[src/rtl/dmem_arb_pkg.sv]
// Shared types and constants for the data-memory arbiter.
package dmem_arb_pkg;

   // Default number of denied debug cycles tolerated before debug is forced through.
   localparam int unsigned MAX_WAIT_DEFAULT = 4;

   // Width of the saturating conflict counter.
   localparam int unsigned CONFLICT_W = 16;

   // Owner of the memory port in the previous cycle; selects where read data returns.
   typedef enum logic [1:0] {
      S_IDLE = 2'd0,
      S_CORE = 2'd1,
      S_DBG  = 2'd2
   } arb_state_e;

   // Bits needed to hold 0..max_wait; never narrower than one bit.
   function automatic int unsigned wait_width(input int unsigned max_wait);
      return (max_wait < 1) ? 1 : $clog2(max_wait + 1);
   endfunction

endpackage

[src/rtl/arb_wait_counter.sv]
// Saturating up-counter with synchronous clear, used to track debug starvation.
module arb_wait_counter #(
   parameter int unsigned MAX = 4,
   parameter int unsigned W   = 3
) (
   input  logic         clk,
   input  logic         reset,
   input  logic         inc,
   input  logic         clr,
   output logic [W-1:0] cnt
);

   // Count up while requested, hold at MAX, clear takes priority over increment.
   always_ff @(posedge clk) begin
      if (!reset) begin
         cnt <= '0;
      end else if (clr) begin
         cnt <= '0;
      end else if (inc && (cnt < W'(MAX))) begin
         cnt <= cnt + W'(1);
      end
   end

endmodule

[src/rtl/dmem_arbiter.sv]
// Two-port (core / debug) arbiter in front of a single combinational-read data memory.
// Core has priority; debug is forced through after MAX_WAIT consecutive denied cycles.
module dmem_arbiter
   import dmem_arb_pkg::*;
#(
   parameter int unsigned AW       = 32,
   parameter int unsigned DW       = 32,
   parameter int unsigned MAX_WAIT = MAX_WAIT_DEFAULT
) (
   input  logic                  clk,
   input  logic                  reset,
   // core port
   input  logic                  core_req,
   input  logic                  core_we,
   input  logic [AW-1:0]         core_addr,
   input  logic [DW-1:0]         core_wdata,
   output logic                  core_gnt,
   output logic                  core_rvalid,
   output logic [DW-1:0]         core_rdata,
   // debug / loader port
   input  logic                  dbg_req,
   input  logic                  dbg_we,
   input  logic [AW-1:0]         dbg_addr,
   input  logic [DW-1:0]         dbg_wdata,
   output logic                  dbg_gnt,
   output logic                  dbg_rvalid,
   output logic [DW-1:0]         dbg_rdata,
   // memory side
   output logic                  mem_we,
   output logic [AW-1:0]         mem_addr,
   output logic [DW-1:0]         mem_wdata,
   input  logic [DW-1:0]         mem_rdata,
   // statistics
   output logic [CONFLICT_W-1:0] conflict_cnt
);

   localparam int unsigned WAIT_W = wait_width(MAX_WAIT);

   logic [WAIT_W-1:0] wait_cnt;
   logic              force_dbg;
   logic              both_req;
   logic              wait_inc;
   logic              wait_clr;
   arb_state_e        state;
   logic              rd_q;

   assign both_req  = core_req & dbg_req;
   assign force_dbg = (wait_cnt == WAIT_W'(MAX_WAIT));

   // Grant decision: core wins unless debug has waited long enough; nothing during reset.
   always_comb begin
      core_gnt = 1'b0;
      dbg_gnt  = 1'b0;
      if (reset) begin
         if (dbg_req && (!core_req || force_dbg)) begin
            dbg_gnt = 1'b1;
         end else if (core_req) begin
            core_gnt = 1'b1;
         end
      end
   end

   // Debug starvation tracking: count denied debug cycles, clear on grant or idle.
   assign wait_inc = dbg_req & ~dbg_gnt;
   assign wait_clr = ~dbg_req | dbg_gnt;

   arb_wait_counter #(
      .MAX (MAX_WAIT),
      .W   (WAIT_W)
   ) u_wait_counter (
      .clk   (clk),
      .reset (reset),
      .inc   (wait_inc),
      .clr   (wait_clr),
      .cnt   (wait_cnt)
   );

   // Route the granted port onto the memory bus; the bus is all-zero when idle.
   always_comb begin
      mem_we    = 1'b0;
      mem_addr  = '0;
      mem_wdata = '0;
      if (core_gnt) begin
         mem_we    = core_we;
         mem_addr  = core_addr;
         mem_wdata = core_wdata;
      end else if (dbg_gnt) begin
         mem_we    = dbg_we;
         mem_addr  = dbg_addr;
         mem_wdata = dbg_wdata;
      end
   end

   // Owner FSM: remember who was granted and whether it was a read; capture read data.
   always_ff @(posedge clk) begin
      if (!reset) begin
         state      <= S_IDLE;
         rd_q       <= 1'b0;
         core_rdata <= '0;
         dbg_rdata  <= '0;
      end else begin
         if (core_gnt) begin
            state <= S_CORE;
            rd_q  <= ~core_we;
            if (!core_we) begin
               core_rdata <= mem_rdata;
            end
         end else if (dbg_gnt) begin
            state <= S_DBG;
            rd_q  <= ~dbg_we;
            if (!dbg_we) begin
               dbg_rdata <= mem_rdata;
            end
         end else begin
            state <= S_IDLE;
            rd_q  <= 1'b0;
         end
      end
   end

   // Read response goes to whichever port owned the bus in the previous cycle.
   assign core_rvalid = (state == S_CORE) & rd_q;
   assign dbg_rvalid  = (state == S_DBG)  & rd_q;

   // Saturating count of cycles in which both ports requested.
   always_ff @(posedge clk) begin
      if (!reset) begin
         conflict_cnt <= '0;
      end else if (both_req && (conflict_cnt != {CONFLICT_W{1'b1}})) begin
         conflict_cnt <= conflict_cnt + CONFLICT_W'(1);
      end
   end

endmodule

[config.mk]
export PLATFORM = sky130hd
export DESIGN_NAME = dmem_arbiter
export DESIGN_NICKNAME = d
export VERILOG_FILES = /design/src/rtl/dmem_arb_pkg.sv /design/src/rtl/arb_wait_counter.sv /design/src/rtl/dmem_arbiter.sv
export SDC_FILE = /design/constraint.sdc
export NUM_CORES = 1
export LEC_CHECK = 0
export ABC_AREA = 1
export ABC_CLOCK_PERIOD_IN_PS = 2000
export BUFFER_PORTS_ARGS = -buffer_cell sky130_fd_sc_hd__buf_2
export CAP_MARGIN = 20
export CORE_MARGIN = 2
export CORE_UTILIZATION = 30
export CTS_CLUSTER_DIAMETER = 100
export DETAILED_ROUTE_END_ITERATION = 16
export GPL_TIMING_DRIVEN = 1
export SKIP_LAST_GASP = 1
export SLEW_MARGIN = 20
export SYNTH_ARGS = -nofsm -noshare
export SYNTH_HDL_FRONTEND = slang
export SYNTH_SLANG_ARGS = --single-unit
[constraint.sdc]
create_clock -name clk -period 2 [get_ports clk]
set_input_delay 0.1 -clock clk [delete_from_list [all_inputs] [get_ports clk]]
set_output_delay 0.1 -clock clk [all_outputs]
set_load 0.005 [all_outputs]
==> impl_metrics.prom, run 1 <==
# TYPE chip_impl_metric gauge
chip_impl_metric{name="hold_viol",unit=""} 0
chip_impl_metric{name="synth.yosys.seq_area_share",unit="%"} 41.2
chip_impl_metric{name="share_of_synthesized_flip_flops_with_an_asynchronous_set_or_reset",unit="%"} 0
chip_impl_metric{name="cts_inserted_buffers",unit=""} 9
chip_impl_metric{name="synth.avg_cell_area",unit="um^2"} 7.77
chip_impl_metric{name="max_cap_viol_count",unit=""} 0
chip_impl_metric{name="initial_utilization",unit="%"} 30.4
chip_impl_metric{name="report.power.total",unit="mW"} 4.30
chip_impl_metric{name="wl_per_cell",unit="um"} 16.9
chip_impl_metric{name="synth_simple_gate_area_share",unit="%"} 27.7
chip_impl_metric{name="clk_path_buf_depth",unit=""} 2
chip_impl_metric{name="grt_pass1_wl",unit="um"} 25100
chip_impl_metric{name="vdd_drop_max",unit="uV"} 477
chip_impl_metric{name="tightestPinTransition",unit="ns"} 0.379
chip_impl_metric{name="drcViolationCount",unit=""} 0
chip_impl_metric{name="synth_area_in_compound_gates",unit="%"} 20.3
chip_impl_info{name="status",value="complete, but fails checks"} 1
chip_impl_metric{name="grt_start_max_net_pins",unit=""} 42
chip_impl_metric{name="die_area",unit="um^2"} 14900
chip_impl_metric{name="post_layout_nets",unit=""} 1055
chip_impl_metric{name="tritoncts_num_sinks",unit=""} 86
chip_impl_metric{name="number_of_global_route_vias_before_repair",unit=""} 4614
chip_impl_info{name="cts_tree",value="built"} 1
chip_impl_info{name="cp-start-kind",value="flip-flop"} 1
chip_impl_metric{name="yosys.cell_types.count",unit=""} 29
chip_impl_metric{name="crit_required",unit="ns"} 1.90
chip_impl_info{name="combinational_family_with_the_most_area_after_synthesis",value="simple AND/OR/NAND/NOR gates"} 1
chip_impl_metric{name="finalWeightedCongestion",unit=""} 0.838
chip_impl_metric{name="gr-total-overflow",unit=""} 0
chip_impl_metric{name="numPortBuffers",unit=""} 314
chip_impl_info{name="hold_class",value="input pin to flip-flop"} 1
chip_impl_metric{name="ant_nets",unit=""} 0
chip_impl_metric{name="timing.fmax",unit="GHz"} 0.493
chip_impl_metric{name="power_per_cell_area",unit="nW/um^2"} 635
chip_impl_metric{name="drt_iter0_markers",unit=""} 306
chip_impl_metric{name="htree_num_levels",unit=""} 3
chip_impl_info{name="kind_of_capture_point_of_the_worst_setup_path",value="output port"} 1
chip_impl_metric{name="via_count",unit=""} 5219
chip_impl_metric{name="drive_gt1_share",unit="%"} 42.3
chip_impl_metric{name="floorplan.die.height",unit="um"} 122
chip_impl_metric{name="route.final.wire_length",unit="um"} 18100
chip_impl_metric{name="cp_max_fo",unit=""} 10
chip_impl_metric{name="leakagePower",unit="nW"} 3.55
chip_impl_metric{name="synth.ff_latch_count",unit=""} 86
chip_impl_metric{name="syn-instance-count",unit=""} 538
chip_impl_info{name="grt_setup_unrepaired",value="true"} 1
chip_impl_info{name="failing_checks",value="negative setup slack"} 1
chip_impl_metric{name="timing.final.crit_period",unit="ns"} 2.03
chip_impl_metric{name="post_synth_xor_area_fraction",unit="%"} 1.47
chip_impl_metric{name="dp.final_hpwl",unit="um"} 13400
chip_impl_metric{name="layout.core_utilization",unit="%"} 49.2
chip_impl_metric{name="post_synth_instance_area",unit="um^2"} 4180
chip_impl_metric{name="setup_violations",unit=""} 16
chip_impl_metric{name="core.rowCount",unit=""} 43
chip_impl_info{name="clockRootBuffer",value="sky130_fd_sc_hd__clkbuf_16"} 1
chip_impl_metric{name="number_of_enable_flip_flop_cells_after_synthesis",unit=""} 0
chip_impl_metric{name="slew_violations",unit=""} 0
chip_impl_metric{name="grt_antenna_before_repair",unit=""} 3
chip_impl_metric{name="fin_crit_sh",unit="%"} 101
chip_impl_metric{name="clk_pin_slew_worst_paths",unit="ns"} 0.06
chip_impl_metric{name="timing.hold.ws",unit="ns"} 0.0238
chip_impl_info{name="dominantRegCellSynth",value="sky130_fd_sc_hd__dfxtp_1"} 1
chip_impl_metric{name="timing.final.ws_setup",unit="ns"} -0.0287
chip_impl_metric{name="floorplan.core_area",unit="um^2"} 13800
chip_impl_metric{name="arrival",unit="ns"} 1.93
chip_impl_metric{name="grtUsageTotal",unit="%"} 22.0
chip_impl_metric{name="post_drt_via_cell_ratio",unit=""} 4.86
chip_impl_metric{name="timing.max_slew.rel_slack",unit="%"} 74.7
chip_impl_metric{name="synth-warning-count",unit=""} 0
chip_impl_metric{name="drt_pass1_iterations",unit=""} 5
chip_impl_metric{name="chip_width",unit="um"} 122
chip_impl_metric{name="synth.area.mux_share",unit="%"} 0
chip_impl_metric{name="worst_skew_pair.late_latency",unit="ns"} 0.34
chip_impl_metric{name="boundaryPins",unit=""} 315
chip_impl_info{name="critical_path_type",value="flip-flop to output port"} 1
chip_impl_metric{name="yosys.area_share.adder",unit="%"} 0.898
chip_impl_metric{name="areaGrowthSynthToFinish",unit="%"} 62.0
chip_impl_metric{name="finClkSkew",unit="ns"} 0.0119
chip_impl_metric{name="synthesis.nets",unit=""} 707
-- worst paths after layout --
check	from	to	slack, ns	depth (start not counted)
worst max-delay path	u_wait_counter.cnt[1]$_SDFFE_PP0P_	mem_wdata[13]	-0.03	9
worst min register to register	dbg_rdata[5]$_SDFFE_PN0P_	dbg_rdata[5]$_SDFFE_PN0P_	0.46	2
worst max register to register	u_wait_counter.cnt[1]$_SDFFE_PP0P_	dbg_rdata[27]$_SDFFE_PN0P_	0.24	10
worst min-delay path	mem_rdata[9]	core_rdata[9]$_SDFFE_PN0P_	0.02	3
-- metrics by stage --
| step | cells | setup slack [ns] | cell area (um^2) | setup TNS, ns |
|---|---|---|---|---|
| after floorplan | 538 | 0.483 | 4180 | 0 |
| after global placement | 1008 | 0.214 | 5880 | 0 |
| after CTS | 1058 | -0.00755 | 6560 | -0.0160 |
| final | 1073 | -0.0287 | 6780 | -0.155 |
| after global routing | 1072 | -0.0951 | 6770 | -1.98 |
| after detailed placement | 1008 | 0.198 | 5880 | 0 |
-- metal layers --
layer  vias to the layer above  part of all wire [%]  track usage [%]
met5                         -                     0                0
met4                         0                   1.7             5.96
met3                        21                   9.9             7.54
met2                       270                    46             34.2
met1                      2375                    42             29.0
li1                       2553                     -                -
-- state kept, by name, summed over array words and instances, names as in the netlist --
register	flops
rd_q	1
conflict_cnt	16
u_wait_counter.cnt	3
dbg_rdata	32
core_rdata	32
state	2
-- worst max-delay path: stages (launching register included) --
cell and delay (ns):
sky130_fd_sc_hd__dfxtp_2 0.32, sky130_fd_sc_hd__inv_2 0.08, sky130_fd_sc_hd__ha_4 0.15, sky130_fd_sc_hd__nand2_4 0.05, sky130_fd_sc_hd__a21boi_4 0.23, sky130_fd_sc_hd__nor2_4 0.09
sky130_fd_sc_hd__buf_6 0.15, sky130_fd_sc_hd__clkbuf_16 0.16, sky130_fd_sc_hd__a22o_1 0.21, sky130_fd_sc_hd__buf_2 0.13
-- repair_timing --
| item | in CTS | in global routing |
|---|---|---|
| resized for setup | 5 | 12 |
| pin swaps | 2 | 6 |
| hold buffers | 29 | 0 |
| gates cloned | 1 | 6 |
| buffers inserted | 4 | 7 |
| endpoints found under the setup margin | 63 | 66 |
| hold endpoints to repair | 53 | 0 |
-- synth_stat cells, types with 7 or more instances --
cell type                  count  area share [%]
sky130_fd_sc_hd__o21ai_1      31             3.7
sky130_fd_sc_hd__a22o_1       64              13
sky130_fd_sc_hd__buf_4         7             1.3
sky130_fd_sc_hd__a21oi_1      14             1.7
sky130_fd_sc_hd__buf_2         7            0.84
sky130_fd_sc_hd__nor2_1       30             2.7
sky130_fd_sc_hd__inv_1        18             1.6
sky130_fd_sc_hd__nand2_1     151              14
sky130_fd_sc_hd__clkbuf_1     12             1.1
sky130_fd_sc_hd__dfxtp_1      86              41
sky130_fd_sc_hd__nand3_1      76             9.1
-- where the power goes --
group | internal (mW) | switching (mW) | total [mW] | leakage [nW]
clock network | 0.986 | 0.726 | 1.71 | 0.153
registers | 1.78 | 0.0309 | 1.81 | 0.701
logic | 0.409 | 0.374 | 0.783 | 2.70
total | 3.17 | 1.13 | 4.30 | 3.55
-- final cells by class --
cell class / count / area [um^2]
diodes: 2 / 5.00
clock buffers: 9 / 225
clock inverters: 7 / 77.6
fillers: 1429 / 7000
inverters: 19 / 83.8
multi-input cells: 394 / 2120
flip-flops and latches: 86 / 1720
well taps: 180 / 225
repair buffers: 376 / 2310
-- kinds of logic (layout without fill, tap and decap cells) --
logic type / after synthesis / after routing
compound gates: 116 / 116
flops: 86 / 86
simple gates: 268 / 268
xor+xnor: 7 / 7
other cells: 0 / 2
buf+inv: 58 / 411
fa+ha+maj: 3 / 3
-- cells in the final DEF, fill, tap and decap left out --
| master | instances |
|---|---|
| sky130_fd_sc_hd__o2111ai_1 | 1 |
| sky130_fd_sc_hd__o21ai_1 | 31 |
| sky130_fd_sc_hd__inv_2 | 2 |
| sky130_fd_sc_hd__nor2_8 | 1 |
| sky130_fd_sc_hd__xnor2_1 | 3 |
| sky130_fd_sc_hd__diode_2 | 2 |
| sky130_fd_sc_hd__buf_4 | 17 |
| sky130_fd_sc_hd__nand4_1 | 5 |
| sky130_fd_sc_hd__ha_1 | 2 |
| sky130_fd_sc_hd__ha_4 | 1 |
| sky130_fd_sc_hd__inv_6 | 3 |
| sky130_fd_sc_hd__a21boi_4 | 1 |
| sky130_fd_sc_hd__bufinv_16 | 1 |
| sky130_fd_sc_hd__nand3_1 | 76 |
| sky130_fd_sc_hd__o21ai_2 | 1 |
| sky130_fd_sc_hd__nand2_2 | 1 |
| sky130_fd_sc_hd__dlygate4sd3_1 | 29 |
| sky130_fd_sc_hd__nand2_1 | 151 |
| sky130_fd_sc_hd__clkbuf_16 | 13 |
| sky130_fd_sc_hd__o21ai_0 | 3 |
| sky130_fd_sc_hd__inv_8 | 1 |
| sky130_fd_sc_hd__a22o_1 | 64 |
| sky130_fd_sc_hd__buf_12 | 5 |
| sky130_fd_sc_hd__clkinv_2 | 2 |
| sky130_fd_sc_hd__buf_6 | 7 |
| sky130_fd_sc_hd__nand2_4 | 2 |
| sky130_fd_sc_hd__xor2_1 | 4 |
| sky130_fd_sc_hd__nor2_1 | 30 |
| sky130_fd_sc_hd__dfxtp_2 | 2 |
| sky130_fd_sc_hd__dfxtp_1 | 84 |
| sky130_fd_sc_hd__inv_1 | 16 |
| sky130_fd_sc_hd__a21oi_1 | 14 |
| sky130_fd_sc_hd__buf_16 | 2 |
| sky130_fd_sc_hd__nor2_4 | 2 |
| sky130_fd_sc_hd__clkinv_8 | 1 |
| sky130_fd_sc_hd__buf_2 | 312 |
| sky130_fd_sc_hd__a32o_1 | 1 |
Note: power is estimated with default switching activity, not from simulation.
==> inputs of run 2 (changes only) <==
--- a/config.mk
+++ b/config.mk
@@ -9,11 +9,14 @@
 export ABC_CLOCK_PERIOD_IN_PS = 2000
 export BUFFER_PORTS_ARGS = -buffer_cell sky130_fd_sc_hd__buf_2
 export CAP_MARGIN = 20
+export CELL_PAD_IN_SITES_DETAIL_PLACEMENT = 0
+export CELL_PAD_IN_SITES_GLOBAL_PLACEMENT = 1
 export CORE_MARGIN = 2
-export CORE_UTILIZATION = 30
+export CORE_UTILIZATION = 27
 export CTS_CLUSTER_DIAMETER = 100
 export DETAILED_ROUTE_END_ITERATION = 16
 export GPL_TIMING_DRIVEN = 1
+export PLACE_DENSITY_LB_ADDON = 0.1
 export SKIP_LAST_GASP = 1
 export SLEW_MARGIN = 20
 export SYNTH_ARGS = -nofsm -noshare
==> run 2 against run 1 <==
Effect of this change:
- the run still ends with negative setup slack left
- wire length is 17% higher
- setup slack gained 0.015 ns
- clock skew shrank 0.0040 ns
- clock power is essentially flat
- maximum frequency is 0.73% higher
- count of clock-buffer cells in the layout increased by 3
- flip-flop and latch count is the same
- sequential power about the same
- sequential share of layout area decreased by 0.88 points
- first-iteration DRC count shrank 15%
- critical path type unchanged
- largest cell class unchanged
- largest power group unchanged
==> impl_metrics.prom, run 2 (synthesis gave the netlist of run 1 again) <==
# TYPE chip_impl_metric gauge
chip_impl_metric{name="cts_inserted_buffers",unit=""} 9
chip_impl_metric{name="fin_crit_sh",unit="%"} 101
chip_impl_metric{name="area.sequential",unit="um^2"} 1720
chip_impl_metric{name="layout.core_utilization",unit="%"} 46.3
chip_impl_metric{name="tightestPinTransition",unit="ns"} 0.400
chip_impl_metric{name="core.rowCount",unit=""} 45
chip_impl_info{name="final_common_cell",value="sky130_fd_sc_hd__buf_2"} 1
chip_impl_info{name="hold_class",value="input pin to flip-flop"} 1
chip_impl_metric{name="numPortBuffers",unit=""} 314
chip_impl_metric{name="tritoncts_num_sinks",unit=""} 86
chip_impl_metric{name="worst_skew_pair.late_latency",unit="ns"} 0.34
chip_impl_metric{name="finClkSkew",unit="ns"} 0.00791
chip_impl_metric{name="leakagePower",unit="nW"} 3.65
chip_impl_metric{name="instance_count_along_the_most_critical_hold_path",unit=""} 3
chip_impl_metric{name="timing.max_slew.rel_slack",unit="%"} 73.3
chip_impl_metric{name="clk_path_buf_depth",unit=""} 2
chip_impl_metric{name="boundaryPins",unit=""} 315
chip_impl_info{name="critical_path_type",value="flip-flop to output port"} 1
chip_impl_metric{name="power_per_cell_area",unit="nW/um^2"} 625
chip_impl_metric{name="finalWeightedCongestion",unit=""} 0.858
chip_impl_info{name="clockRootBuffer",value="sky130_fd_sc_hd__clkbuf_16"} 1
chip_impl_metric{name="drt_iter0_markers",unit=""} 259
chip_impl_info{name="mostFrequentLayoutCells",value="sky130_fd_sc_hd__buf_2, sky130_fd_sc_hd__nand2_1, sky130_fd_sc_hd__dfxtp_1, sky130_fd_sc_hd__nand3_1, sky130_fd_sc_hd__a22o_1"} 1
chip_impl_info{name="failing_checks",value="negative setup slack"} 1
chip_impl_metric{name="initial_utilization",unit="%"} 27.6
chip_impl_metric{name="grt_antenna_before_repair",unit=""} 2
chip_impl_metric{name="wl_per_cell",unit="um"} 19.4
chip_impl_metric{name="route.final.wire_length",unit="um"} 21200
chip_impl_metric{name="dp.final_hpwl",unit="um"} 15600
chip_impl_metric{name="number_of_global_route_vias_before_repair",unit=""} 4993
chip_impl_metric{name="chip_width",unit="um"} 128
chip_impl_metric{name="drive_gt1_share",unit="%"} 44.0
chip_impl_metric{name="ant_nets",unit=""} 0
chip_impl_metric{name="gr-total-overflow",unit=""} 0
chip_impl_metric{name="setup_violations",unit=""} 3
chip_impl_info{name="status",value="complete, but fails checks"} 1
chip_impl_info{name="cp-start-kind",value="flip-flop"} 1
chip_impl_metric{name="grtUsageTotal",unit="%"} 23.6
chip_impl_metric{name="areaGrowthSynthToFinish",unit="%"} 67.8
chip_impl_metric{name="slew_violations",unit=""} 0
chip_impl_metric{name="floorplan.core_area",unit="um^2"} 15100
chip_impl_info{name="min_to",value="dbg_rdata[20]$_SDFFE_PN0P_"} 1
chip_impl_metric{name="floorplan.die.height",unit="um"} 128
chip_impl_metric{name="arrival",unit="ns"} 1.91
chip_impl_metric{name="filler_cell_count",unit=""} 1531
chip_impl_info{name="reg.largest.list",value="core_rdata: 32 flops, dbg_rdata: 32 flops, conflict_cnt: 16 flops"} 1
chip_impl_info{name="grt_setup_unrepaired",value="true"} 1
chip_impl_metric{name="timing.final.crit_period",unit="ns"} 2.01
chip_impl_metric{name="via_count",unit=""} 5250
chip_impl_info{name="kind_of_capture_point_of_the_worst_setup_path",value="output port"} 1
chip_impl_metric{name="clk_pin_slew_worst_paths",unit="ns"} 0.07
chip_impl_info{name="rr_startpoint",value="u_wait_counter.cnt[1]$_SDFFE_PP0P_"} 1
chip_impl_metric{name="max_cap_viol_count",unit=""} 0
chip_impl_metric{name="regToRegSetupSlack",unit="ns"} 0.01
chip_impl_metric{name="post_layout_nets",unit=""} 1069
chip_impl_metric{name="cp_max_fo",unit=""} 23
chip_impl_metric{name="timing.fmax",unit="GHz"} 0.497
chip_impl_metric{name="timing.reg2reg.worst_path_depth",unit=""} 14
chip_impl_metric{name="vdd_drop_max",unit="uV"} 396
chip_impl_metric{name="htree_num_levels",unit=""} 3
chip_impl_metric{name="die_area",unit="um^2"} 16500
chip_impl_metric{name="grt_start_max_net_pins",unit=""} 37
chip_impl_info{name="cts_tree",value="built"} 1
chip_impl_metric{name="drt_pass1_iterations",unit=""} 5
chip_impl_metric{name="area_of_the_multi_input_gates",unit="um^2"} 2170
chip_impl_metric{name="crit_required",unit="ns"} 1.90
chip_impl_metric{name="timing.final.ws_setup",unit="ns"} -0.0140
chip_impl_metric{name="post_drt_via_cell_ratio",unit=""} 4.80
chip_impl_metric{name="drcViolationCount",unit=""} 0
chip_impl_info{name="worstHoldStart",value="mem_rdata[20]"} 1
chip_impl_metric{name="hold_viol",unit=""} 0
chip_impl_info{name="reg2reg_to",value="u_wait_counter.cnt[1]$_SDFFE_PP0P_"} 1
chip_impl_metric{name="grt_pass1_wl",unit="um"} 29300
chip_impl_metric{name="timing.hold.ws",unit="ns"} 0.0107
-- run 2: changes by cell type in the layout (fill, tap and decap cells not counted), moves of 3 or more --
cell,change
sky130_fd_sc_hd__buf_4,+14
sky130_fd_sc_hd__dlygate4sd3_1,-3
sky130_fd_sc_hd__a22o_1,-4
sky130_fd_sc_hd__a22o_4,+4
-- run 2: worst max path at each step --
stage,start,endpoint,slack [ns],cells after the start
3_5_place_dp,u_wait_counter.cnt[0]$_SDFFE_PP0P_,mem_addr[27],0.02,9
5_1_grt,u_wait_counter.cnt[0]$_SDFFE_PP0P_,mem_addr[25],-0.09,10
4_1_cts,u_wait_counter.cnt[1]$_SDFFE_PP0P_,mem_addr[23],-0.06,11
2_1_floorplan,conflict_cnt[0]$_SDFFE_PN0P_,conflict_cnt[11]$_SDFFE_PN0P_,0.48,9
3_3_place_gp,u_wait_counter.cnt[0]$_SDFFE_PP0P_,mem_addr[27],0.009,8
6_report,u_wait_counter.cnt[0]$_SDFFE_PP0P_,mem_addr[19],-0.01,9
-- run 2: area by class of cell --
type                       count  share of cell area, %
multi-input combinational    394                   30.9
clock inverter                 4                  0.767
antenna                        1                 0.0357
tap                          188                   3.35
inverter                      19                   1.39
sequential                    86                   24.6
clock buffer                  12                   3.66
timing repair buffer         390                   35.3
-- run 2: per-stage QoR --
stage / cell area, um^2 / setup WS [ns] / power, mW / setup TNS (ns) / std cells
final: 7020 / -0.0140 / 4.38 / -0.0182 / 1094
after global routing: 7010 / -0.0861 / 4.56 / -3.34 / 1093
after CTS: 6850 / -0.0573 / 4.39 / -1.37 / 1087
after detailed placement: 5940 / 0.0236 / 2.54 / 0 / 1022
after global placement: 5940 / 0.00944 / 2.54 / 0 / 1022
after floorplan: 4180 / 0.483 / 2.12 / 0 / 538
-- run 2: worst max-delay path, stage by stage (launching register included) --
cell and delay (ns):
sky130_fd_sc_hd__dfxtp_2 0.33, sky130_fd_sc_hd__inv_2 0.08, sky130_fd_sc_hd__ha_4 0.14, sky130_fd_sc_hd__nand2_4 0.05, sky130_fd_sc_hd__a21boi_4 0.20, sky130_fd_sc_hd__nor2_4 0.08, sky130_fd_sc_hd__buf_12 0.15, sky130_fd_sc_hd__buf_12 0.15
sky130_fd_sc_hd__a22o_1 0.25, sky130_fd_sc_hd__buf_2 0.14
-- run 2: per-layer routing --
layer	part of all wire, %	wire length, um	track usage (%)
met1	42	8960	29.7
met2	47	9990	39.2
met4	2.1	437	5.43
met3	8.6	1830	8.02
met5	0	0	0
-- run 2: where the power goes --
group,leakage [nW],internal [mW],switching [mW]
Combinational,2.81,0.430,0.405
Clock,0.145,1.04,0.698
Sequential,0.701,1.78,0.0317
Total,3.65,3.25,1.14
-- run 2: repair_timing --
item	CTS	global route
buffers inserted	19	2
cloned	4	5
pin swaps	8	5
hold buffers	26	0
gates resized for setup	19	12
setup endpoints to repair	66	66
hold endpoints to repair	31	0
==> inputs of run 3 (changes only) <==
--- a/config.mk
+++ b/config.mk
@@ -16,7 +16,9 @@
 export CTS_CLUSTER_DIAMETER = 100
 export DETAILED_ROUTE_END_ITERATION = 16
 export GPL_TIMING_DRIVEN = 1
+export MAX_ROUTING_LAYER = met4
 export PLACE_DENSITY_LB_ADDON = 0.1
+export SETUP_SLACK_MARGIN = 0.1
 export SKIP_LAST_GASP = 1
 export SLEW_MARGIN = 20
 export SYNTH_ARGS = -nofsm -noshare
==> run 3 against run 2 <==
Effect of this change:
- the flow still finishes with violations (negative setup slack)
- setup slack worse by 0.033 ns
- global-route usage up 0.69 points
- count of clock-buffer cells in the layout unchanged
- clock power about the same
- final cell count up 0.18%
- register-to-register slack better by 0.16 ns
- first-iteration DRC count up 3.9%
- worst hold slack better by 0.00099 ns
- critical path type unchanged
- largest cell class unchanged
==> impl_metrics.prom, run 3 (synthesis gave the netlist of run 1 again) <==
# TYPE chip_impl_metric gauge
chip_impl_info{name="critical_path_type",value="flip-flop to output port"} 1
chip_impl_metric{name="slew_violations",unit=""} 0
chip_impl_info{name="worstPathCellList",value="inv_2 -> ha_4 -> nand2_4 -> a21boi_4 -> buf_6 -> nand2_8 -> clkinv_8 -> buf_12 -> clkbuf_16 -> a22o_1 -> buf_2"} 1
chip_impl_metric{name="placement.cell_area",unit="um^2"} 5940
chip_impl_metric{name="vdd_drop_max",unit="uV"} 397
chip_impl_metric{name="leakagePower",unit="nW"} 3.68
chip_impl_info{name="cts_tree",value="built"} 1
chip_impl_metric{name="initial_utilization",unit="%"} 27.6
chip_impl_metric{name="layout.core_utilization",unit="%"} 46.7
chip_impl_metric{name="setup_total_neg_slack",unit="ns"} -0.508
chip_impl_metric{name="areaGrowthSynthToFinish",unit="%"} 69.0
chip_impl_metric{name="tightestPinTransition",unit="ns"} 0.391
chip_impl_metric{name="worst_skew_pair.late_latency",unit="ns"} 0.33
chip_impl_info{name="mostFrequentLayoutCells",value="sky130_fd_sc_hd__buf_2, sky130_fd_sc_hd__nand2_1, sky130_fd_sc_hd__dfxtp_1, sky130_fd_sc_hd__nand3_1, sky130_fd_sc_hd__a22o_1"} 1
chip_impl_metric{name="cp_max_fo",unit=""} 8
chip_impl_metric{name="post_drt_via_cell_ratio",unit=""} 4.76
chip_impl_metric{name="timing.final.ws_setup",unit="ns"} -0.0475
chip_impl_info{name="clockRootBuffer",value="sky130_fd_sc_hd__clkbuf_16"} 1
chip_impl_metric{name="chip_width",unit="um"} 128
chip_impl_metric{name="finClkSkew",unit="ns"} 0.00648
chip_impl_metric{name="cts_inserted_buffers",unit=""} 9
chip_impl_metric{name="arrival",unit="ns"} 1.95
chip_impl_metric{name="finalWeightedCongestion",unit=""} 0.872
chip_impl_info{name="crit_path_top_delay_cell",value="sky130_fd_sc_hd__dfxtp_2"} 1
chip_impl_metric{name="floorplan.core_area",unit="um^2"} 15100
chip_impl_metric{name="ant_nets",unit=""} 0
chip_impl_metric{name="fin_crit_sh",unit="%"} 102
chip_impl_metric{name="post_layout_nets",unit=""} 1071
chip_impl_metric{name="boundaryPins",unit=""} 315
chip_impl_metric{name="floorplan.die.height",unit="um"} 128
chip_impl_metric{name="number_of_global_route_vias_before_repair",unit=""} 5018
chip_impl_metric{name="placement.setup.worst_slack",unit="ns"} 0.0236
chip_impl_metric{name="max_cap_viol_count",unit=""} 0
chip_impl_metric{name="drt_iter0_markers",unit=""} 269
chip_impl_metric{name="timing.fmax",unit="GHz"} 0.488
chip_impl_info{name="status",value="complete, but fails checks"} 1
chip_impl_metric{name="gr-total-overflow",unit=""} 0
chip_impl_info{name="hold_class",value="input pin to flip-flop"} 1
chip_impl_metric{name="drt_pass1_iterations",unit=""} 4
chip_impl_metric{name="drive_gt1_share",unit="%"} 44.2
chip_impl_metric{name="regToRegSetupSlack",unit="ns"} 0.17
chip_impl_metric{name="timing.final.crit_period",unit="ns"} 2.05
chip_impl_metric{name="drcViolationCount",unit=""} 0
chip_impl_info{name="rr_startpoint",value="u_wait_counter.cnt[0]$_SDFFE_PP0P_"} 1
chip_impl_metric{name="clk_pin_slew_worst_paths",unit="ns"} 0.06
chip_impl_metric{name="core.rowCount",unit=""} 45
chip_impl_info{name="kind_of_capture_point_of_the_worst_setup_path",value="output port"} 1
chip_impl_metric{name="drt-met1-wl",unit="um"} 8950
chip_impl_info{name="reg.largest.list",value="core_rdata: 32 flops, dbg_rdata: 32 flops, conflict_cnt: 16 flops"} 1
chip_impl_metric{name="timing.reg2reg.worst_path_depth",unit=""} 12
chip_impl_info{name="reg2reg_to",value="dbg_rdata[17]$_SDFFE_PN0P_"} 1
chip_impl_metric{name="route.final.wire_length",unit="um"} 20700
chip_impl_metric{name="die_area",unit="um^2"} 16500
chip_impl_info{name="worstHoldStart",value="mem_rdata[1]"} 1
chip_impl_metric{name="numPortBuffers",unit=""} 314
chip_impl_metric{name="postLayoutCellArea",unit="um^2"} 7070
chip_impl_metric{name="grt_start_max_net_pins",unit=""} 37
chip_impl_info{name="top_layer",value="met4"} 1
chip_impl_metric{name="clk_path_buf_depth",unit=""} 2
chip_impl_metric{name="grt_pass1_wl",unit="um"} 29200
chip_impl_metric{name="tritoncts_num_sinks",unit=""} 86
chip_impl_metric{name="htree_num_levels",unit=""} 3
chip_impl_metric{name="setup_violations",unit=""} 31
chip_impl_metric{name="grtUsageTotal",unit="%"} 24.3
chip_impl_metric{name="crit_required",unit="ns"} 1.90
chip_impl_metric{name="instance_count_along_the_most_critical_hold_path",unit=""} 3
chip_impl_metric{name="slowest_stage_delay_on_critical_path",unit="ns"} 0.33
chip_impl_metric{name="timing.max_slew.rel_slack",unit="%"} 73.9
chip_impl_metric{name="met2RoutedLength",unit="um"} 9920
chip_impl_metric{name="report.power.total",unit="mW"} 4.38
chip_impl_metric{name="power_per_cell_area",unit="nW/um^2"} 620
chip_impl_info{name="final_common_cell",value="sky130_fd_sc_hd__buf_2"} 1
chip_impl_info{name="min_to",value="dbg_rdata[1]$_SDFFE_PN0P_"} 1
chip_impl_info{name="cp-start-kind",value="flip-flop"} 1
chip_impl_metric{name="grt_antenna_before_repair",unit=""} 2
chip_impl_info{name="failing_checks",value="negative setup slack"} 1
chip_impl_metric{name="via_count",unit=""} 5217
chip_impl_metric{name="dp.final_hpwl",unit="um"} 15600
chip_impl_metric{name="wl_met3",unit="um"} 1550
chip_impl_metric{name="wl_per_cell",unit="um"} 18.9
chip_impl_metric{name="hold_viol",unit=""} 0
chip_impl_info{name="grt_setup_unrepaired",value="true"} 1
chip_impl_metric{name="filler_cell_count",unit=""} 1532
-- run 3: layout make-up --
type	count	area, um^2	share of cell area (%)
clock inverter	4	53.8	0.761
antenna	1	2.50	0.0354
sequential	86	1720	24.4
clock buffer	12	256	3.63
tap	188	235	3.33
timing repair buffer	392	2530	35.9
multi-input combinational	394	2180	30.8
inverter	19	83.8	1.19
-- run 3: worst max-delay path by stage --
stage / start / slack, ns / to
floorplan: conflict_cnt[0]$_SDFFE_PN0P_ / 0.48 / conflict_cnt[11]$_SDFFE_PN0P_
global placement: u_wait_counter.cnt[0]$_SDFFE_PP0P_ / 0.009 / mem_addr[27]
detailed placement: u_wait_counter.cnt[0]$_SDFFE_PP0P_ / 0.02 / mem_addr[27]
CTS: u_wait_counter.cnt[1]$_SDFFE_PP0P_ / -0.03 / mem_addr[23]
global route: u_wait_counter.cnt[0]$_SDFFE_PP0P_ / -0.12 / mem_addr[5]
finish: u_wait_counter.cnt[0]$_SDFFE_PP0P_ / -0.05 / mem_addr[23]
-- run 3: critical path, delay by kind of cell, from the launching register on --
family / cells / cell delay, ns
adders and majority gates: 1 / 0.14
AOI/OAI and AO/OA: 2 / 0.34
buffers and inverters: 6 / 0.69
DFF: 1 / 0.33
and+or+nand+nor: 2 / 0.11
-- run 3: per-layer routing --
metal / global-route usage (%) / up-vias
met5: - / -
met4: 6.01 / 0
met3: 7.15 / 20
met2: 39.2 / 190
met1: 29.9 / 2427
li1: - / 2580
-- run 3: stage by stage --
| step | hold WS, ns | cells |
|---|---|---|
| 2_1_floorplan | 0.213 | 538 |
| 3_3_place_gp | 0.325 | 1022 |
| 3_5_place_dp | 0.334 | 1022 |
| 4_1_cts | 0.000290 | 1088 |
| 5_1_grt | 0.0153 | 1096 |
| 6_report | 0.0117 | 1096 |
-- run 3: repair_timing --
action,CTS,global route
gates cloned,4,3
resized for setup,24,12
pin swaps,11,16
setup buffers,20,9
endpoints found under the hold margin,31,0
endpoints found under the setup margin,66,68
hold buffers,26,0
-- run 3: report_power, final --
part / internal, mW / leakage, nW / switching [mW]
clock: 1.04 / 0.145 / 0.693
sequential: 1.78 / 0.701 / 0.0315
combinational: 0.439 / 2.83 / 0.399
total: 3.26 / 3.68 / 1.12
